`src/rtl/sync_fifo_param_pkg.sv`:
```
// Shared constants, types and helpers for the single-clock FIFO family.
package sync_fifo_param_pkg;

    localparam int DEF_DATA_WIDTH = 8;
    localparam int DEF_ADDR_WIDTH = 4;

    // Encoding is {write accepted, read accepted}.
    typedef enum logic [1:0] {
        OP_NONE = 2'b00,
        OP_RD   = 2'b01,
        OP_WR   = 2'b10,
        OP_BOTH = 2'b11
    } fifo_op_e;

    function automatic int fifo_depth(input int aw);
        return 1 << aw;
    endfunction

    function automatic int fifo_ptr_width(input int aw);
        return aw + 1;
    endfunction

endpackage

```
`src/rtl/sync_fifo_param_mem.sv`:
```
// Dual-port storage array: synchronous write port, asynchronous read port.
module sync_fifo_param_mem
    import sync_fifo_param_pkg::*;
#(
    parameter int DATA_WIDTH = DEF_DATA_WIDTH,
    parameter int ADDR_WIDTH = DEF_ADDR_WIDTH
) (
    input  logic                  clk,
    input  logic                  i_we,
    input  logic [ADDR_WIDTH-1:0] i_waddr,
    input  logic [DATA_WIDTH-1:0] i_wdata,
    input  logic [ADDR_WIDTH-1:0] i_raddr,
    output logic [DATA_WIDTH-1:0] o_rdata
);

    localparam int DEPTH = fifo_depth(ADDR_WIDTH);

    logic [DATA_WIDTH-1:0] r_mem [DEPTH];

    // No reset on the array: contents are meaningless until written.
    always_ff @(posedge clk) begin
        if (i_we) r_mem[i_waddr] <= i_wdata;
    end

    assign o_rdata = r_mem[i_raddr];

endmodule

```
`src/rtl/sync_fifo_param.sv`:
```
// Single-clock parameterised FIFO: occupancy count, almost flags, sticky
// overflow/underflow, synchronous flush and optional first-word-fall-through.
module sync_fifo_param
    import sync_fifo_param_pkg::*;
#(
    parameter int DATA_WIDTH         = DEF_DATA_WIDTH,
    parameter int ADDR_WIDTH         = DEF_ADDR_WIDTH,
    parameter bit FWFT               = 1'b0,
    parameter int ALMOST_FULL_LEVEL  = 14,
    parameter int ALMOST_EMPTY_LEVEL = 2
) (
    input  logic                  clk,
    input  logic                  reset,
    input  logic                  clear,
    input  logic [DATA_WIDTH-1:0] write_data,
    input  logic                  write_increment,
    input  logic                  read_increment,
    output logic [DATA_WIDTH-1:0] read_data,
    output logic                  write_full,
    output logic                  read_empty,
    output logic                  almost_full,
    output logic                  almost_empty,
    output logic [ADDR_WIDTH:0]   count,
    output logic                  overflow,
    output logic                  underflow
);

    localparam int DEPTH = fifo_depth(ADDR_WIDTH);
    localparam int CW    = fifo_ptr_width(ADDR_WIDTH);
    localparam logic [CW-1:0] L_DEPTH = CW'(DEPTH);
    localparam logic [CW-1:0] L_AF    = CW'(ALMOST_FULL_LEVEL);
    localparam logic [CW-1:0] L_AE    = CW'(ALMOST_EMPTY_LEVEL);

    if (!(ALMOST_EMPTY_LEVEL < ALMOST_FULL_LEVEL && ALMOST_FULL_LEVEL <= DEPTH)) begin : g_bad_levels
        $error("sync_fifo_param: need ALMOST_EMPTY_LEVEL < ALMOST_FULL_LEVEL <= depth");
    end

    logic [CW-1:0]         r_wr_ptr, r_rd_ptr, r_count;
    logic                  r_full, r_empty, r_af, r_ae, r_ovf, r_udf;
    logic                  w_wr_acc, w_rd_acc, w_flush;
    logic [CW-1:0]         w_cnt_nxt;
    logic [DATA_WIDTH-1:0] w_rd_word;
    fifo_op_e              w_op;

    assign w_flush  = reset | clear;
    // Acceptance uses the registered flags, i.e. occupancy before this edge.
    assign w_wr_acc = write_increment & ~r_full;
    assign w_rd_acc = read_increment & ~r_empty;
    assign w_op     = fifo_op_e'({w_wr_acc, w_rd_acc});

    always_comb begin
        w_cnt_nxt = r_count;
        case (w_op)
            OP_WR:   w_cnt_nxt = r_count + CW'(1);
            OP_RD:   w_cnt_nxt = r_count - CW'(1);
            default: w_cnt_nxt = r_count;
        endcase
    end

    always_ff @(posedge clk) begin
        if (w_flush) begin
            r_wr_ptr <= '0;
            r_rd_ptr <= '0;
            r_count  <= '0;
            r_full   <= 1'b0;
            r_empty  <= 1'b1;
            r_af     <= 1'b0;
            r_ae     <= 1'b1;
            r_ovf    <= 1'b0;
            r_udf    <= 1'b0;
        end else begin
            if (w_wr_acc) r_wr_ptr <= r_wr_ptr + CW'(1);
            if (w_rd_acc) r_rd_ptr <= r_rd_ptr + CW'(1);
            r_count <= w_cnt_nxt;
            r_full  <= (w_cnt_nxt == L_DEPTH);
            r_empty <= (w_cnt_nxt == '0);
            r_af    <= (w_cnt_nxt >= L_AF);
            r_ae    <= (w_cnt_nxt <= L_AE);
            if (write_increment & r_full)  r_ovf <= 1'b1;
            if (read_increment & r_empty)  r_udf <= 1'b1;
        end
    end

    sync_fifo_param_mem #(
        .DATA_WIDTH (DATA_WIDTH),
        .ADDR_WIDTH (ADDR_WIDTH)
    ) u_mem (
        .clk     (clk),
        .i_we    (w_wr_acc & ~w_flush),
        .i_waddr (r_wr_ptr[ADDR_WIDTH-1:0]),
        .i_wdata (write_data),
        .i_raddr (r_rd_ptr[ADDR_WIDTH-1:0]),
        .o_rdata (w_rd_word)
    );

    if (FWFT) begin : g_fwft
        assign read_data = r_empty ? '0 : w_rd_word;
    end else begin : g_reg
        logic [DATA_WIDTH-1:0] r_rd_data;
        // Async read sees pre-edge contents, so a same-address write returns the old word.
        always_ff @(posedge clk) begin
            if (w_flush)       r_rd_data <= '0;
            else if (w_rd_acc) r_rd_data <= w_rd_word;
        end
        assign read_data = r_rd_data;
    end

    assign write_full   = r_full;
    assign read_empty   = r_empty;
    assign almost_full  = r_af;
    assign almost_empty = r_ae;
    assign count        = r_count;
    assign overflow     = r_ovf;
    assign underflow    = r_udf;

endmodule
```
`config.mk`:
```
export PLATFORM = sky130hd
export DESIGN_NAME = sync_fifo_param
export DESIGN_NICKNAME = d
export VERILOG_FILES = /design/src/rtl/sync_fifo_param_pkg.sv /design/src/rtl/sync_fifo_param_mem.sv /design/src/rtl/sync_fifo_param.sv
export SDC_FILE = /design/constraint.sdc
export NUM_CORES = 1
export LEC_CHECK = 0
export CORE_MARGIN = 10
export CORE_UTILIZATION = 59
export DETAILED_ROUTE_END_ITERATION = 7
export GPL_ROUTABILITY_DRIVEN = 0
export GPL_TIMING_DRIVEN = 0
export PLACE_DENSITY = 0.88
export SYNTH_ARGS = -nofsm -noshare
export SYNTH_HDL_FRONTEND = slang
export SYNTH_SLANG_ARGS = --single-unit
export TNS_END_PERCENT = 50
```
`constraint.sdc`:
```
create_clock -name clk -period 3.1 [get_ports clk]
set_clock_uncertainty 0.2 [all_clocks]
set_input_delay 0.775 -clock clk [delete_from_list [all_inputs] [get_ports clk]]
set_output_delay 0.775 -clock clk [all_outputs]
set_load 0.1 [all_outputs]
```
== After elaboration in Yosys (flattened, before gate mapping) ==
Memory sizes are Yosys's and may differ from the RTL's. A register that Yosys moved wholly into a read port is not among the register bits.
Index checks and enable logic that the tools add are counted.

* Bits in read-only memories: 0
* Memories kept: 1
* Output and inout port bits: 19
* Memory bits (writable): 128
* Flip-flop bits (word level): 21
* Bits in latches: 0

* $add $sub $neg: 4
* Multiplexer cells: 3
* Equal/unequal tests: 3
* Shifts and indexed selects: 0
* Div/mod/pow operators: 0
* Reduce and logical (&&, ||, !) cells: 1
* Bitwise logic cells: 9
* Multipliers: 0
* Order comparisons: 2

{| class="wikitable"
|+ Memories
! memory !! words !! bits a word !! read ports !! clocked after memory_dff !! write ports !! line !! text
|-
| u_mem.r_mem || 16 || 8 || 1 || 1 || 1 || sync_fifo_param_mem.sv:18 || <nowiki>logic [DATA_WIDTH-1:0] r_mem [DEPTH];</nowiki>
|}

{| class="wikitable"
|+ Operators with widths
! kind !! count
|-
| $add A5 B1 Y5 const B || 3
|-
| $pmux W5 S2 || 1
|-
| $and A1 B1 Y1 || 5
|-
| $eq A5 B5 Y1 const B || 1
|-
| $ge A5 B4 Y1 const B || 1
|-
| $le A5 B2 Y1 const B || 1
|-
| $logic_not A5 Y1 || 1
|-
| $sub A5 B1 Y5 const B || 1
|-
| $not A1 Y1 || 3
|-
| $eq A2 B1 Y1 const B || 1
|-
| $eq A2 B2 Y1 const B || 1
|-
| $mux W1 || 2
|-
| $or A1 B1 Y1 || 1
|}

== Longest topological paths before layout ==
* Depth after elaboration: 5
* Mapped depth: 13
* Mapped depth without buffers: 12

== Cells and area by module ==
Synthesis repeated with hierarchy kept, for this count alone.

* Cell total of the unflattened synthesis: 363
* Area total of the unflattened synthesis: 6294.8 µm²

{| class="wikitable"
|+ Modules (own cells, without submodules)
! module !! cells each !! area each (µm²) !! instances
|-
| sync_fifo_param_mem || 221 || 4987.3 || 1
|-
| sync_fifo_param || 142 || 1307.5 || 1
|}

== Worst setup path before layout ==
OpenSTA, ideal clock, no wires.

* Path kind: flip-flop to flip-flop
* Start point: register r_empty (netlist: read_empty)
* End point: register r_af (netlist: almost_full)
* Setup slack: -0.146 ns
* Buffers on the path: 0
* Arrival: 2.927 ns
* Clock period less this slack: 3.246 ns
* Cell stages (with the launch flop): 12
* Cell sequence: dfxtp_1 -> nand2b_4 -> inv_2 -> nand2_1 -> xnor2_1 -> ha_1 -> nand2b_1 -> or4_1 -> a31oi_1 -> xnor2_1 -> nor2_1 -> a211o_1

* Cells in the longest elaborated chain, start to end: 5
* Elaborated cells between the ends (all ways): 6
* Classes of those cells: order compare (1); eq/ne (2); mux (1); bitwise (2)

{| class="wikitable"
|+ Ends and longest elaborated chain
! element !! line !! text
|-
| from (decl) || sync_fifo_param.sv:39 || <nowiki>logic r_full, r_empty, r_af, r_ae, r_ovf, r_udf;</nowiki>
|-
| from (signal assigned) || sync_fifo_param.sv:76 || <nowiki>r_empty <= (w_cnt_nxt == '0);</nowiki>
|-
| $not A1 Y1 (*) || sync_fifo_param.sv:48 || <nowiki>assign w_rd_acc = read_increment & ~r_empty;</nowiki>
|-
| $and A1 B1 Y1 (*) || sync_fifo_param.sv:48 ||
|-
| $eq A2 B1 Y1 / $eq A2 B2 Y1 (equally long branches) || sync_fifo_param.sv:53 || <nowiki>case (w_op)</nowiki>
|-
| $pmux W5 S2 (*) || sync_fifo_param.sv:53 ||
|-
| $ge A5 B4 Y1 (*) || sync_fifo_param.sv:77 || <nowiki>r_af <= (w_cnt_nxt >= L_AF);</nowiki>
|-
| to (signal assigned) || sync_fifo_param.sv:77 ||
|-
| to (decl) || sync_fifo_param.sv:39 ||
|}

Every way passes the cells marked *; elsewhere a longest branch is shown, timed or not.
A chain may end at the register's enable or synchronous reset.

== Worst setup path in the final report ==
* Start point: register r_count[4] (netlist: count[4])
* End point: output port count[4]

{| class="wikitable"
|+ RTL lines
! element !! line !! text
|-
| from (decl) || sync_fifo_param.sv:38 || <nowiki>logic [CW-1:0] r_wr_ptr, r_rd_ptr, r_count;</nowiki>
|-
| from (signal assigned) || sync_fifo_param.sv:74 || <nowiki>r_count <= w_cnt_nxt;</nowiki>
|-
| to (decl) || sync_fifo_param.sv:23 || <nowiki>output logic [ADDR_WIDTH:0] count,</nowiki>
|}

No word-level cell between the ends.

==> results.md <==
- Data on the critical path is required at its endpoint by 2.12 ns.
- The root buffer cell chosen for the clock tree is sky130_fd_sc_hd__clkbuf_8.
- The total power draw is 4.42 mW.
- The count of port buffers added during placement is 31.
- TritonCTS created 17 clock buffers.
- The number of instances in the synthesized netlist is 340.
- Of all nets on the critical path, the largest fanout is 2.
- The initial antenna violation count was 0.
- For the finished layout, the period the worst path requires is 3.07 ns.
- The total congestion overflow is 0.
- The number of global-route vias before repair is 3488.
- After the first detailed-routing iteration, the DRC count stood at 510.
- The area fraction of the dominant cell type after synthesis is 0.624.
- The most instantiated library cell after synthesis is sky130_fd_sc_hd__edfxtp_1.
- The number of cell rows is 37.
- Once detailed placement completed, the half-perimeter wirelength came to 8350 µm.
- The slowest stage of the critical path is the sky130_fd_sc_hd__clkdlybuf4s50_1 cell.
- The number of buffers and inverters on the critical path is 1.
- The maximum operating frequency is 0.326 GHz.
- The worst setup path is launched from a register.
- Across every metal layer, demand over resource in global routing totals 0.190.
- Measured in cells, the most critical reg-to-reg path has a length of 5.
- The synthesized design contains 155 register bits.
- Summing all placed instances gives a cell area of 6650 µm².
- The DRC violations left is 0.
- The count of fill cells added during filler insertion is 562.
- In this run the static leakage power is 2.35 nW.
- The async set or reset register ratio after synthesis is 0.
- Sorting the synthesized cells by how often they occur yields sky130_fd_sc_hd__edfxtp_1 (128), sky130_fd_sc_hd__mux4_2 (40), sky130_fd_sc_hd__dfxtp_1 (27), sky130_fd_sc_hd__nor2_1 (27).
- Grouping stages by cell kind, the critical path spends the most delay in buffers and inverters.
- The net count of the finished layout is 413.
- In this run, synthesis inferred 128 flip-flops with an integrated enable.
- The largest stage delay on the critical path is 1.16 ns.
- The dominant synthesized flop cell is sky130_fd_sc_hd__edfxtp_1.
- Yosys attributes the largest share of cell area to sky130_fd_sc_hd__edfxtp_1 (62%), sky130_fd_sc_hd__mux4_2 (15%), sky130_fd_sc_hd__dfxtp_1 (8.8%), sky130_fd_sc_hd__nor2_1 (1.6%), sky130_fd_sc_hd__ha_1 (1.4%).
- Setup repair after global routing left no endpoint under its margin.
- The number of pins exceeding their max-slew limit in the final report is 0.
- The cell area that synthesis handed to floorplanning was 6160 µm².
- The clock passes through at most 2 buffers.
- The pre-antenna-repair detailed-routing pass consisted of 6 iterations.
- The H-tree was split into 4 levels.
- Setup violations remaining at the end of the flow were counted as 0.
- The net count after synthesis is 360.
- Of the available clock period, the critical path in the final layout requires 0.989.
- The critical path in this run is classified as register to primary output.
- The largest net degree at the start of global routing is 17.
- The total power divided by cell area is 601 nW/µm².
- In the final layout, the share of cells above drive strength 1 is 0.273.
- The number of max-capacitance violations reported is 0.
- The first global-routing pass estimated 20900 µm of wire.
- The hold violation total from the final report is 0.
- The cell accounting for the most synthesized area is sky130_fd_sc_hd__edfxtp_1.
- The number of vias per cell is 6.57.
- The initial core utilization is 0.602.
- The clock transition at the registers of the reported paths is 0.07 ns.
- The worst pin sits at a relative slew slack of 0.318.
- TritonCTS built the clock tree.
- Walking the worst path, the cells encountered are clkdlybuf4s50_1.
- The core outline area is 10200 µm².
- The Yosys step of the flow raised 0 warnings.
- The floorplan step defined a die boundary enclosing 14900 µm².
- The worst hold path belongs to the class register to register.
- The final instance count without filler cells is 543.
- The die is 122 µm wide.
- The die is 122 µm tall.
- Measured on the finished design, the core utilization comes to 0.719.
- The clock latency on the worst-skew pair is 0.53 ns.
- The kind of capture point of the worst setup path is a primary output.
- Along the worst hold path, the cell count comes to 1.
- The number of distinct library cells after synthesis is 39.
- In this run the number of cells on the critical path is 1.
- The number of nets still failing antenna checks after routing is 0.
- The signed area change from the synthesized netlist to the final layout is 19.3%.
- In this run the count of I/O pins placed on the die edge is 32.
- In this run, post-CTS hold repair placed 0 buffers.
- The worst-case IR drop observed on VDD is 0.390 mV.
- In this run the mean area of a mapped cell was 18.1 µm².
- For this run, the register share of the synthesized area comes to 0.711.
- For the pin with the worst max-slew slack, the measured transition is 1.02 ns.
- The flow ran to the end, and the final reports show no timing, DRC or antenna violations.
- Final hold analysis gives a worst-case slack of 0.276 ns.
- Dividing the detail-routed wire length by the instance count gives 26.3 µm.
- At the worst endpoint, the arrival time is 2.09 ns.
- The final layout contains routed wiring with a total length of 14300 µm.
- After detailed placement, the design holds a cell count of 507.
- The number of vias in the routed layout is 3568.
- The design area is 7350 µm².
- The clock sink count is 155.
[final cells by class]
type                       instances  area (µm²)  share of cell area
sequential                       155        4390               0.597
multi-input combinational        160        1790               0.244
clock buffer                      18         418              0.0568
timing repair buffer              34         335              0.0456
tap                              136         170              0.0231
clock inverter                    14         129              0.0175
buffer                            20        93.8              0.0128
inverter                           5        26.3             0.00357
antenna                            1        2.50            0.000340
[cell families after synthesis]
logic type | Yosys count | share of synthesized area
compound gates | 29 | 0.0325
flops | 155 | 0.711
xor+xnor | 12 | 0.0171
fa+ha+maj | 7 | 0.0142
buf+inv | 25 | 0.0187
mux | 41 | 0.148
simple gates | 71 | 0.0585
[layer usage]
metal | global-route usage | wire, µm | vias to the layer above
met5 | 0 | 0 | -
met4 | 0.0744 | 365 | 0
met3 | 0.0513 | 1340 | 55
met2 | 0.302 | 7190 | 257
met1 | 0.246 | 5400 | 1790
li1 | - | - | 1466
[sequential cells by signal, indices dropped and copies added, names as in the netlist]
register	cells
u_mem.r_mem	128
read_data	8
count	5
r_rd_ptr	4
r_wr_ptr	4
almost_empty	1
almost_full	1
overflow	1
read_empty	1
underflow	1
write_full	1
[through the flow]
| step | worst slack [ns] | TNS [ns] |
|---|---|---|
| 6_report | 0.0326 | 0 |
| 5_1_grt | 0.00649 | 0 |
| 4_1_cts | 0.0206 | 0 |
| 3_5_place_dp | -0.720 | -20.68 |
| 3_3_place_gp | -0.607 | -15.15 |
| 2_1_floorplan | 0.0733 | 0 |
[final timing paths]
path	from	endpoint	slack (ns)
max reg2reg	r_rd_ptr[0]	read_data[3]	0.27
max	count[4]	count[4]	0.03
min reg2reg	read_data[6]	read_data[6]	0.28
min	read_data[6]	read_data[6]	0.28
[cells in the final DEF (no fill, tap or decap), types with 3 or more instances in the layout]
cell type,instances
sky130_fd_sc_hd__edfxtp_1,128
sky130_fd_sc_hd__mux4_2,40
sky130_fd_sc_hd__clkdlybuf4s50_1,27
sky130_fd_sc_hd__nor2_1,26
sky130_fd_sc_hd__dfxtp_1,25
sky130_fd_sc_hd__clkbuf_16,16
sky130_fd_sc_hd__clkbuf_1,11
sky130_fd_sc_hd__nand2_1,10
sky130_fd_sc_hd__a21oi_1,10
sky130_fd_sc_hd__a22o_1,8
sky130_fd_sc_hd__buf_2,6
sky130_fd_sc_hd__xor2_1,6
sky130_fd_sc_hd__inv_6,5
sky130_fd_sc_hd__ha_1,5
sky130_fd_sc_hd__inv_8,5
sky130_fd_sc_hd__nand3_1,4
sky130_fd_sc_hd__nor3_2,4
sky130_fd_sc_hd__buf_4,4
sky130_fd_sc_hd__or3_1,4
sky130_fd_sc_hd__nand2b_1,3
sky130_fd_sc_hd__xnor2_1,3
sky130_fd_sc_hd__nor3_1,3
sky130_fd_sc_hd__nor4_2,3
[power by group]
part	internal (mW)	leakage (nW)	switching (mW)
registers	2.26	1.37	0.00915
clock network	1.02	0.266	0.904
logic	0.0730	0.716	0.144
total	3.36	2.35	1.06
[what timing repair did]
item	CTS	global route
setup buffers	1	2
resized for setup	14	18
endpoints found under the setup margin	30	12
pin swaps	1	5
gates cloned	0	0
No activity file was read; power rests on OpenSTA's default activity.
